<file path="src/rtl/hazard_scoreboard.sv">
// Decode-stage register/CSR hazard scoreboard with per-register pending-write counters.
// Latency: stall_o is combinational from registered counters; counter updates land at the next edge.
// Backpressure: stall_o blocks hand-off on RAW, CSR-serialisation or counter saturation; no bypass.
module hazard_scoreboard #(
  parameter int CNT_W = 2
) (
  input  logic        clock,
  input  logic        reset,
  input  logic        valid_i,
  input  logic        fire_i,
  input  logic        rena1_i,
  input  logic [4:0]  raddr1_i,
  input  logic        rena2_i,
  input  logic [4:0]  raddr2_i,
  input  logic        wena_i,
  input  logic [4:0]  waddr_i,
  input  logic        csr_rena_i,
  input  logic        csr_wena_i,
  input  logic        wb_wena_i,
  input  logic [4:0]  wb_waddr_i,
  input  logic        wb_csr_wena_i,
  input  logic        flush_i,
  output logic        stall_o,
  output logic [31:0] busy_o,
  output logic        csr_busy_o,
  output logic        pending_o,
  output logic        err_o
);

  localparam logic [CNT_W-1:0] CNT_MAX = {CNT_W{1'b1}};
  localparam logic [CNT_W-1:0] CNT_ONE = CNT_W'(1);

  // Entry 0 exists only so indexing by a 5-bit address is total; it is held at zero.
  logic [31:0][CNT_W-1:0] cnt;
  logic [31:0][CNT_W-1:0] cnt_nxt;
  logic [CNT_W-1:0]       csr_cnt;
  logic [CNT_W-1:0]       csr_nxt;
  logic [31:0]            inc_vec;
  logic [31:0]            dec_vec;
  logic                   haz1;
  logic                   haz2;
  logic                   hazc;
  logic                   sat;
  logic                   issue;
  logic                   csr_inc;
  logic                   csr_dec;
  logic                   err_set;

  // Hazard detection against registered counters only, so a same-cycle write-back never bypasses.
  always_comb begin
    haz1    = rena1_i && (raddr1_i != 5'd0) && (cnt[raddr1_i] != '0);
    haz2    = rena2_i && (raddr2_i != 5'd0) && (cnt[raddr2_i] != '0);
    hazc    = (csr_rena_i || csr_wena_i) && (csr_cnt != '0);
    sat     = (wena_i && (waddr_i != 5'd0) && (cnt[waddr_i] == CNT_MAX)) ||
              (csr_wena_i && (csr_cnt == CNT_MAX));
    stall_o = valid_i && (haz1 || haz2 || hazc || sat);
  end

  // One-hot issue/write-back decode; x0 is never tracked.
  always_comb begin
    issue   = fire_i & valid_i & ~stall_o;
    inc_vec = '0;
    dec_vec = '0;
    if (issue && wena_i) inc_vec[waddr_i] = 1'b1;
    if (wb_wena_i)       dec_vec[wb_waddr_i] = 1'b1;
    inc_vec[0] = 1'b0;
    dec_vec[0] = 1'b0;
    csr_inc = issue & csr_wena_i;
    csr_dec = wb_csr_wena_i;
  end

  // Next counter values: issue+write-back cancel, write-back at zero is clamped and flagged, flush wins.
  always_comb begin
    cnt_nxt = cnt;
    csr_nxt = csr_cnt;
    err_set = fire_i & (~valid_i | stall_o);
    cnt_nxt[0] = '0;
    for (int r = 1; r < 32; r++) begin
      if (dec_vec[r] && (cnt[r] == '0)) err_set = 1'b1;
      if (inc_vec[r] && !dec_vec[r]) begin
        cnt_nxt[r] = cnt[r] + CNT_ONE;
      end else if (dec_vec[r] && !inc_vec[r] && (cnt[r] != '0)) begin
        cnt_nxt[r] = cnt[r] - CNT_ONE;
      end
    end
    if (csr_dec && (csr_cnt == '0)) err_set = 1'b1;
    if (csr_inc && !csr_dec) begin
      csr_nxt = csr_cnt + CNT_ONE;
    end else if (csr_dec && !csr_inc && (csr_cnt != '0)) begin
      csr_nxt = csr_cnt - CNT_ONE;
    end
    if (flush_i) begin
      cnt_nxt = '0;
      csr_nxt = '0;
    end
  end

  // Counter and sticky error state; only reset clears the error flag.
  always_ff @(posedge clock or negedge reset) begin
    if (!reset) begin
      cnt     <= '0;
      csr_cnt <= '0;
      err_o   <= 1'b0;
    end else begin
      cnt     <= cnt_nxt;
      csr_cnt <= csr_nxt;
      err_o   <= err_o | err_set;
    end
  end

  // Status outputs decoded purely from registered counters.
  always_comb begin
    busy_o[0] = 1'b0;
    for (int r = 1; r < 32; r++) begin
      busy_o[r] = |cnt[r];
    end
    csr_busy_o = |csr_cnt;
    pending_o  = (|busy_o) | csr_busy_o;
  end

endmodule

</file>
<file path="config.mk">
export PLATFORM = sky130hd
export DESIGN_NAME = hazard_scoreboard
export DESIGN_NICKNAME = d
export VERILOG_FILES = /design/src/rtl/hazard_scoreboard.sv
export SDC_FILE = /design/constraint.sdc
export NUM_CORES = 1
export LEC_CHECK = 0
export ABC_CLOCK_PERIOD_IN_PS = 4400
export CORE_MARGIN = 8
export CORE_UTILIZATION = 60
export CTS_CLUSTER_DIAMETER = 120
export DETAILED_ROUTE_END_ITERATION = 10
export PLACE_DENSITY = 0.85
export SYNTH_ARGS = -nofsm -noshare
export SYNTH_HDL_FRONTEND = slang
export SYNTH_SLANG_ARGS = --single-unit
</file>
<file path="constraint.sdc">
create_clock -name clock -period 4.4 [get_ports clock]
set_clock_uncertainty 0.15 [all_clocks]
set_input_delay 0.44 -clock clock [delete_from_list [all_inputs] [get_ports clock]]
set_output_delay 0.44 -clock clock [all_outputs]
set_load 0.02 [all_outputs]
</file>
==> metrics.txt, run 1 <==
status=finished, violations left; failing checks=negative hold slack; Initial Util=between 60% and 70%; IR drop worst, VDD=about 0.22 mV; first-pass GRT wire length=33200 um; Pwr per Cell Area=~210 mW/mm^2; actual slew at the worst max-slew pin=about 1.0 ns; Fin. Hold Viols=2; Synth top area share=29.1%; Num CTS Buffers=9; HP Class=in -> async; clock root buffer=clkbuf_8; IO Port Bufs=66; Die ar.=0.0127 mm^2; hpwl dp=~16000 um; area delta synth->final=17.6%; Post-Syn Nets=between 700 and 800; post-synth top area cell=dfrtp_1; clock sink count=65; I/O pins=68; via count of the first global-routing pass=between 6000 and 7000; post-cts sizing count=0; via count=~6300; CP max FO=27; Die W=between 100 and 150 um; FF-to-FF path depth=11; DR iter-0 viols=approximately 680; Hold Worst Slack=-0.00690 ns; Worst setup EP type=output port; Setup CP Type=in -> out; sequential cell area fraction in the yosys report=29.1%; routed len/inst=between 20 and 25 um; Yosys cell types=65; Placer Congestion=between 1 and 1.5; H-tree depth=3; Post-synth EDFFs=0; post-synthesis cell count=727; synthesized area per cell=roughly 7.7 um^2; DRT antenna net count=0; WP data arrival=3.53 ns; FFs w/ async S/R, synth=100%; drt first pass iters=5; WL final=21100 um; ANT cells=0; CTS tree=yes; Lkg Pwr=2.83 nW; GR Util All Layers=~33%; buffers from clock root to sink, at most=2; Reg2Reg Setup Slack=0.73 ns; Worst-Skew Late Latency=0.35 ns; Fin Setup TNS=0 ns; Clock transition at path regs=0.08 ns; initial antenna violation count=0; worst r2r src=cnt[52]; Util after Layout=a little under three quarters; most used flip-flop cell after synthesis=dfrtp_1; relative slew slack=31.2%; gr ovfl total=0; Yosys reg bits=65; # DRC=0; fin nets=about 800; max-cap violations=0; top post-synthesis cells by area=dfrtp_1 29%, mux4_2 6.9%, nor2_1 6.3%; capture point of the worst reg-to-reg path=cnt[44]; # rows=35; crit share post-route=slightly above 90%; Slew Limit Fails=0; layout cells sized above 1=9.55%; CP required=about 3.8 ns; RSZ-0062 raised after global routing=false; Setup Buffers After CTS=0; Worst setup SP type=primary input; hold_buf cts=0; drt via density=roughly 7.1; core area=between 0.009 and 0.01 mm^2; chip height=between 100 and 150 um; Syn Std Cell Area=between 0.005 and 0.006 mm^2; post-layout min period=~4 ns; pin count of the biggest net entering global routing=65; Fmax=approximately 0.24 GHz; Synth Warn #=0; Setup Viol. Count Final=0
-- metrics by stage --
step / area (um^2) / hold WS (ns) / instances / power, mW / setup slack (ns)
floorplan: 5590 / -0.00559 / 727 / 0.746 / 1.23
global placement: 6360 / 0.375 / 880 / 0.844 / 0.386
detailed placement: 6360 / 0.391 / 880 / 0.847 / 0.333
CTS: 6570 / 0.0177 / 896 / 1.41 / 0.320
global route: 6570 / 0.0800 / 896 / 1.44 / 0.180
finish: 6570 / -0.00690 / 896 / 1.41 / 0.284
-- layer usage --
metal  track usage [%]  wire length (um)
met5                 0                 0
met4              15.9              1060
met3              7.68              2290
met2              52.3              9700
met1              42.2              8050
-- critical path: stages --
cell and delay (ns):
clkdlybuf4s50_1 0.52, buf_12 0.21, mux4_2 0.55, mux2i_1 0.13, o21ai_0 0.11, a311oi_1 0.30
a41oi_1 0.12, nor4_4 0.49, nor2b_1 0.09, clkdlybuf4s50_1 0.55
-- placed cells by master, fill, tap and decap left out, types with 9 or more instances in the layout --
| cell type | synthesis | routed |
|---|---|---|
| nor2_1 | 94 | 94 |
| nand2_1 | 75 | 75 |
| a21oi_1 | 67 | 67 |
| dfrtp_1 | 65 | 65 |
| clkdlybuf4s50_1 | 0 | 64 |
| o21ai_0 | 40 | 40 |
| a211oi_1 | 35 | 35 |
| inv_1 | 31 | 31 |
| nor3_1 | 25 | 25 |
| nand3_1 | 25 | 25 |
| and2_1 | 18 | 18 |
| buf_4 | 4 | 18 |
| mux4_2 | 17 | 17 |
| o21bai_1 | 15 | 15 |
| or2_2 | 12 | 12 |
| o22ai_1 | 12 | 12 |
| nor4_1 | 11 | 11 |
| nor3b_1 | 11 | 11 |
| clkbuf_8 | 0 | 11 |
| nor2b_1 | 9 | 9 |
| nand4_1 | 9 | 9 |
-- flip-flops by register name (all words and copies together) (netlist names) --
register / flops
err_o: 1
csr_cnt: 2
cnt: 62
-- synthesized netlist by cell type (all sizes together) (6+ instances only) --
master	n
a2111oi	7
a211oi	36
a21oi	67
and2	18
and3	7
buf	12
clkbuf	32
dfrtp	65
inv	31
mux4	17
nand2	75
nand3	25
nand4	9
nor2	94
nor2b	9
nor3	25
nor3b	11
nor4	12
o21ai	41
o21bai	15
o22ai	12
or2	19
or3b	7
or4	6
xor2	8
-- power by group --
part / internal [mW] / leakage, nW / switching [mW] / total [mW]
clock: 0.296 / 0.102 / 0.273 / 0.569
combinational: 0.0863 / 1.82 / 0.155 / 0.242
sequential: 0.599 / 0.903 / 0.00333 / 0.602
-- worst max path at each step --
stage,cells after the start,endpoint,from
after floorplan,10,stall_o,waddr_i[1]
after global placement,10,stall_o,waddr_i[0]
after detailed placement,10,stall_o,waddr_i[0]
after CTS,10,stall_o,waddr_i[0]
after global routing,10,stall_o,waddr_i[1]
final,10,stall_o,waddr_i[0]
-- kinds of logic after synthesis --
| group | share of synthesized area, % |
|---|---|
| AO/OA/AOI/OAI | 25.6 |
| XOR/XNOR | 1.88 |
| buffers and inverters | 5.69 |
| flip-flops | 29.1 |
| multiplexers | 8.76 |
| other | 0.0671 |
| AND/OR/NAND/NOR | 28.9 |
-- area by class of cell --
cell class,count,area (um^2)
Multi-Input combinational cell,587,3650
Fill cell,768,2580
Sequential cell,65,1630
Timing Repair Buffer,86,826
Clock buffer,11,151
Tap cell,111,139
Inverter,31,116
Clock inverter,5,62.6
Note: power is estimated with default switching activity, not from simulation.
==> run 2: changes to the inputs <==
Settings changed: CELL_PAD_IN_SITES_DETAIL_PLACEMENT set to 1, CELL_PAD_IN_SITES_GLOBAL_PLACEMENT set to 2, CORE_UTILIZATION 60 to 36, PLACE_DENSITY 0.85 to not set, PLACE_DENSITY_LB_ADDON set to 0.1.
==> run 2 against run 1 <==
The run now ends clean. Cell count grew 9.3%. Wire length grew 23%. Clock-buffer cell count is the same. Register-to-register slack lost 0.06 ns. Global-route usage shrank 6.9 points. Fmax shrank 1.0%. Largest power group is now the clock network.
==> metrics.txt, run 2 (synthesis gave the netlist of run 1 again) <==
hpwl dp=20000 um (was 16100 um); most flop-heavy register=cnt (unchanged); core area=0.0152 mm^2 (was 0.00915 mm^2); routed len/inst=26.5 um (was 23.6 um); Die ar.=0.0198 mm^2 (was 0.0127 mm^2); chip height=141 um (was 112 um); slowest stage delay, CP=0.62 ns (was 0.55 ns); Clk network pwr share=48.7% (was 40.3%); Fin. Hold Viols=0 (was 2); ANT cells=0 (unchanged); largest registers=cnt (62), csr_cnt (2), err_o (1) (unchanged); Worst-Skew Late Latency=0.35 ns (about the same); sw frac=28.3% (was 30.6%); CP max FO=18 (was 27); max-cap violations=0 (unchanged); CP most frequent cell=clkdlybuf4s50_1 (unchanged); Setup Buffers After CTS=0 (unchanged); max FFs per register=62 (unchanged); FF-to-FF path depth=11 (unchanged); crit share post-route=94.5% (was 93.5%); post-layout min period=4.16 ns (was 4.12 ns); relative slew slack=28.1% (was 31.2%); Initial Util=36.7% (was 61.0%); H-tree depth=3 (unchanged); Finished Cell Area=0.00683 mm^2 (was 0.00657 mm^2); WP data arrival=3.57 ns (was 3.53 ns); initial antenna violation count=0 (unchanged); drt first pass iters=6 (was 5); capture point of the worst reg-to-reg path=cnt[28] (was cnt[44]); Lkg Pwr=2.92 nW (was 2.83 nW); CP max-delay cell=clkdlybuf4s50_1 (was mux4_2); Num CTS Buffers=9 (unchanged); status=finished clean (was finished, violations left); Worst setup EP type=output port (unchanged); Setup CP Type=in -> out (unchanged); Slew Limit Fails=0 (unchanged); via count of the first global-routing pass=6555 (was 6026); switching pwr=0.473 mW (was 0.432 mW); # DRC=0 (unchanged); Clock transition at path regs=0.06 ns (was 0.08 ns); actual slew at the worst max-slew pin=1.07 ns (was 1.03 ns); Fmax=0.241 GHz (was 0.243 GHz); Die W=141 um (was 112 um); worst r2r src=cnt[54] (was cnt[52]); drt via density=6.31 (was 7.05); layout cells sized above 1=10.2% (was 9.55%); most frequent cells in the layout=94 x nor2_1, 75 x nand2_1, 67 x a21oi_1, 65 x dfrtp_1, 64 x clkdlybuf4s50_1 (unchanged); post-cts sizing count=0 (unchanged); Flop pwr share=36.0% (was 42.6%); RSZ-0062 raised after global routing=false (unchanged); Worst setup SP type=primary input (unchanged); IR drop worst, VDD=0.162 mV (was 0.218 mV); gr ovfl total=0 (unchanged); Placer Congestion=0.967 (was 1.05); buffers from clock root to sink, at most=2 (unchanged); via count=6173 (was 6320); CTS tree=yes (unchanged); WL final=25900 um (was 21100 um); GR Util All Layers=26.3% (was 33.2%); Setup Viol. Count Final=0 (unchanged); I/O pins=68 (unchanged); clock root buffer=clkbuf_16 (was clkbuf_8); pin count of the biggest net entering global routing=41 (was 65); power share of the combinational group=15.3% (was 17.1%); Pwr per Cell Area=245 mW/mm^2 (was 215 mW/mm^2); hold_buf cts=0 (unchanged); Fin Setup TNS=0 ns (unchanged); DR iter-0 viols=436 (was 684); internal power=1.20 mW (was 0.981 mW); fin nets=818 (was 812); crit-path cells=clkdlybuf4s50_1 -> buf_4 -> mux4_2 -> a21oi_1 -> a211oi_1 -> a311oi_1 -> a41oi_1 -> nor4_4 -> nor2b_1 -> clkdlybuf4s50_1 (was clkdlybuf4s50_1 -> buf_12 -> mux4_2 -> mux2i_1 -> o21ai_0 -> a311oi_1 -> a41oi_1 -> nor4_4 -> nor2b_1 -> clkdlybuf4s50_1); CP required=3.81 ns (about the same); HP Class=in -> async (unchanged); IO Port Bufs=66 (unchanged); PnR Total Power=1.67 mW (was 1.41 mW); Reg2Reg Setup Slack=0.67 ns (was 0.73 ns); area delta synth->final=22.2% (was 17.6%); clock sink count=65 (unchanged); most common cell after layout, fill and taps aside=nor2_1 (unchanged); DRT antenna net count=0 (unchanged); # rows=45 (was 35); Post-DP Area=0.00650 mm^2 (was 0.00636 mm^2); first-pass GRT wire length=39600 um (was 33200 um)
## run 2: how the worst max path moves through the flow
stage / endpoint / depth (start not counted) / start / slack, ns
after global placement: stall_o / 10 / waddr_i[1] / 0.28
after detailed placement: cnt[28] / 12 / waddr_i[1] / 0.18
final: stall_o / 10 / waddr_i[1] / 0.24
after floorplan: stall_o / 10 / waddr_i[1] / 1.23
after CTS: stall_o / 10 / waddr_i[1] / 0.21
after global routing: stall_o / 10 / waddr_i[1] / 0.02
## run 2: through the flow
| stage | util (%) | hold slack [ns] | setup WS, ns | cells |
|---|---|---|---|---|
| 2_1_floorplan | - | -0.00559 | 1.23 | 727 |
| 3_3_place_gp | 42.8 | 0.412 | 0.285 | 963 |
| 3_5_place_dp | 42.8 | 0.412 | 0.183 | 963 |
| 4_1_cts | 44.9 | 0.0588 | 0.212 | 979 |
| 5_1_grt | 44.9 | 0.0860 | 0.0179 | 979 |
| 6_report | 44.9 | 0.0361 | 0.242 | 979 |
## run 2: area by class of cell
| class | instances | area [um^2] |
|---|---|---|
| clock buffer | 11 | 243 |
| clock inverter | 5 | 78.8 |
| fill | 1878 | 8380 |
| inverter | 31 | 116 |
| multi-input combinational | 587 | 3660 |
| sequential | 65 | 1630 |
| tap | 188 | 235 |
| timing repair buffer | 92 | 871 |
## run 2: power by group through the flow
| stage | registers (mW) | logic [mW] | clock network (mW) |
|---|---|---|---|
| floorplan | 0.612 | 0.134 | 0 |
| global placement | 0.614 | 0.249 | 0 |
| detailed placement | 0.614 | 0.252 | 0 |
| CTS | 0.603 | 0.254 | 0.820 |
| global route | 0.603 | 0.273 | 0.842 |
| finish | 0.603 | 0.256 | 0.815 |
## run 2: worst max-delay path, delay by kind of cell
family | cells | cell delay (ns)
AOI/OAI and AO/OA | 4 | 0.58
and+or+nand+nor | 2 | 0.52
muxes | 1 | 0.54
buffers and inverters | 3 | 1.48
## run 2: routing by layer
layer  wire, um  vias up  track usage (%)
met4        826        0             9.22
met5          0        -                0
li1           -     2795                -
met3       1580       49             3.88
met2      12600      213             44.9
met1      10900     3116             33.3
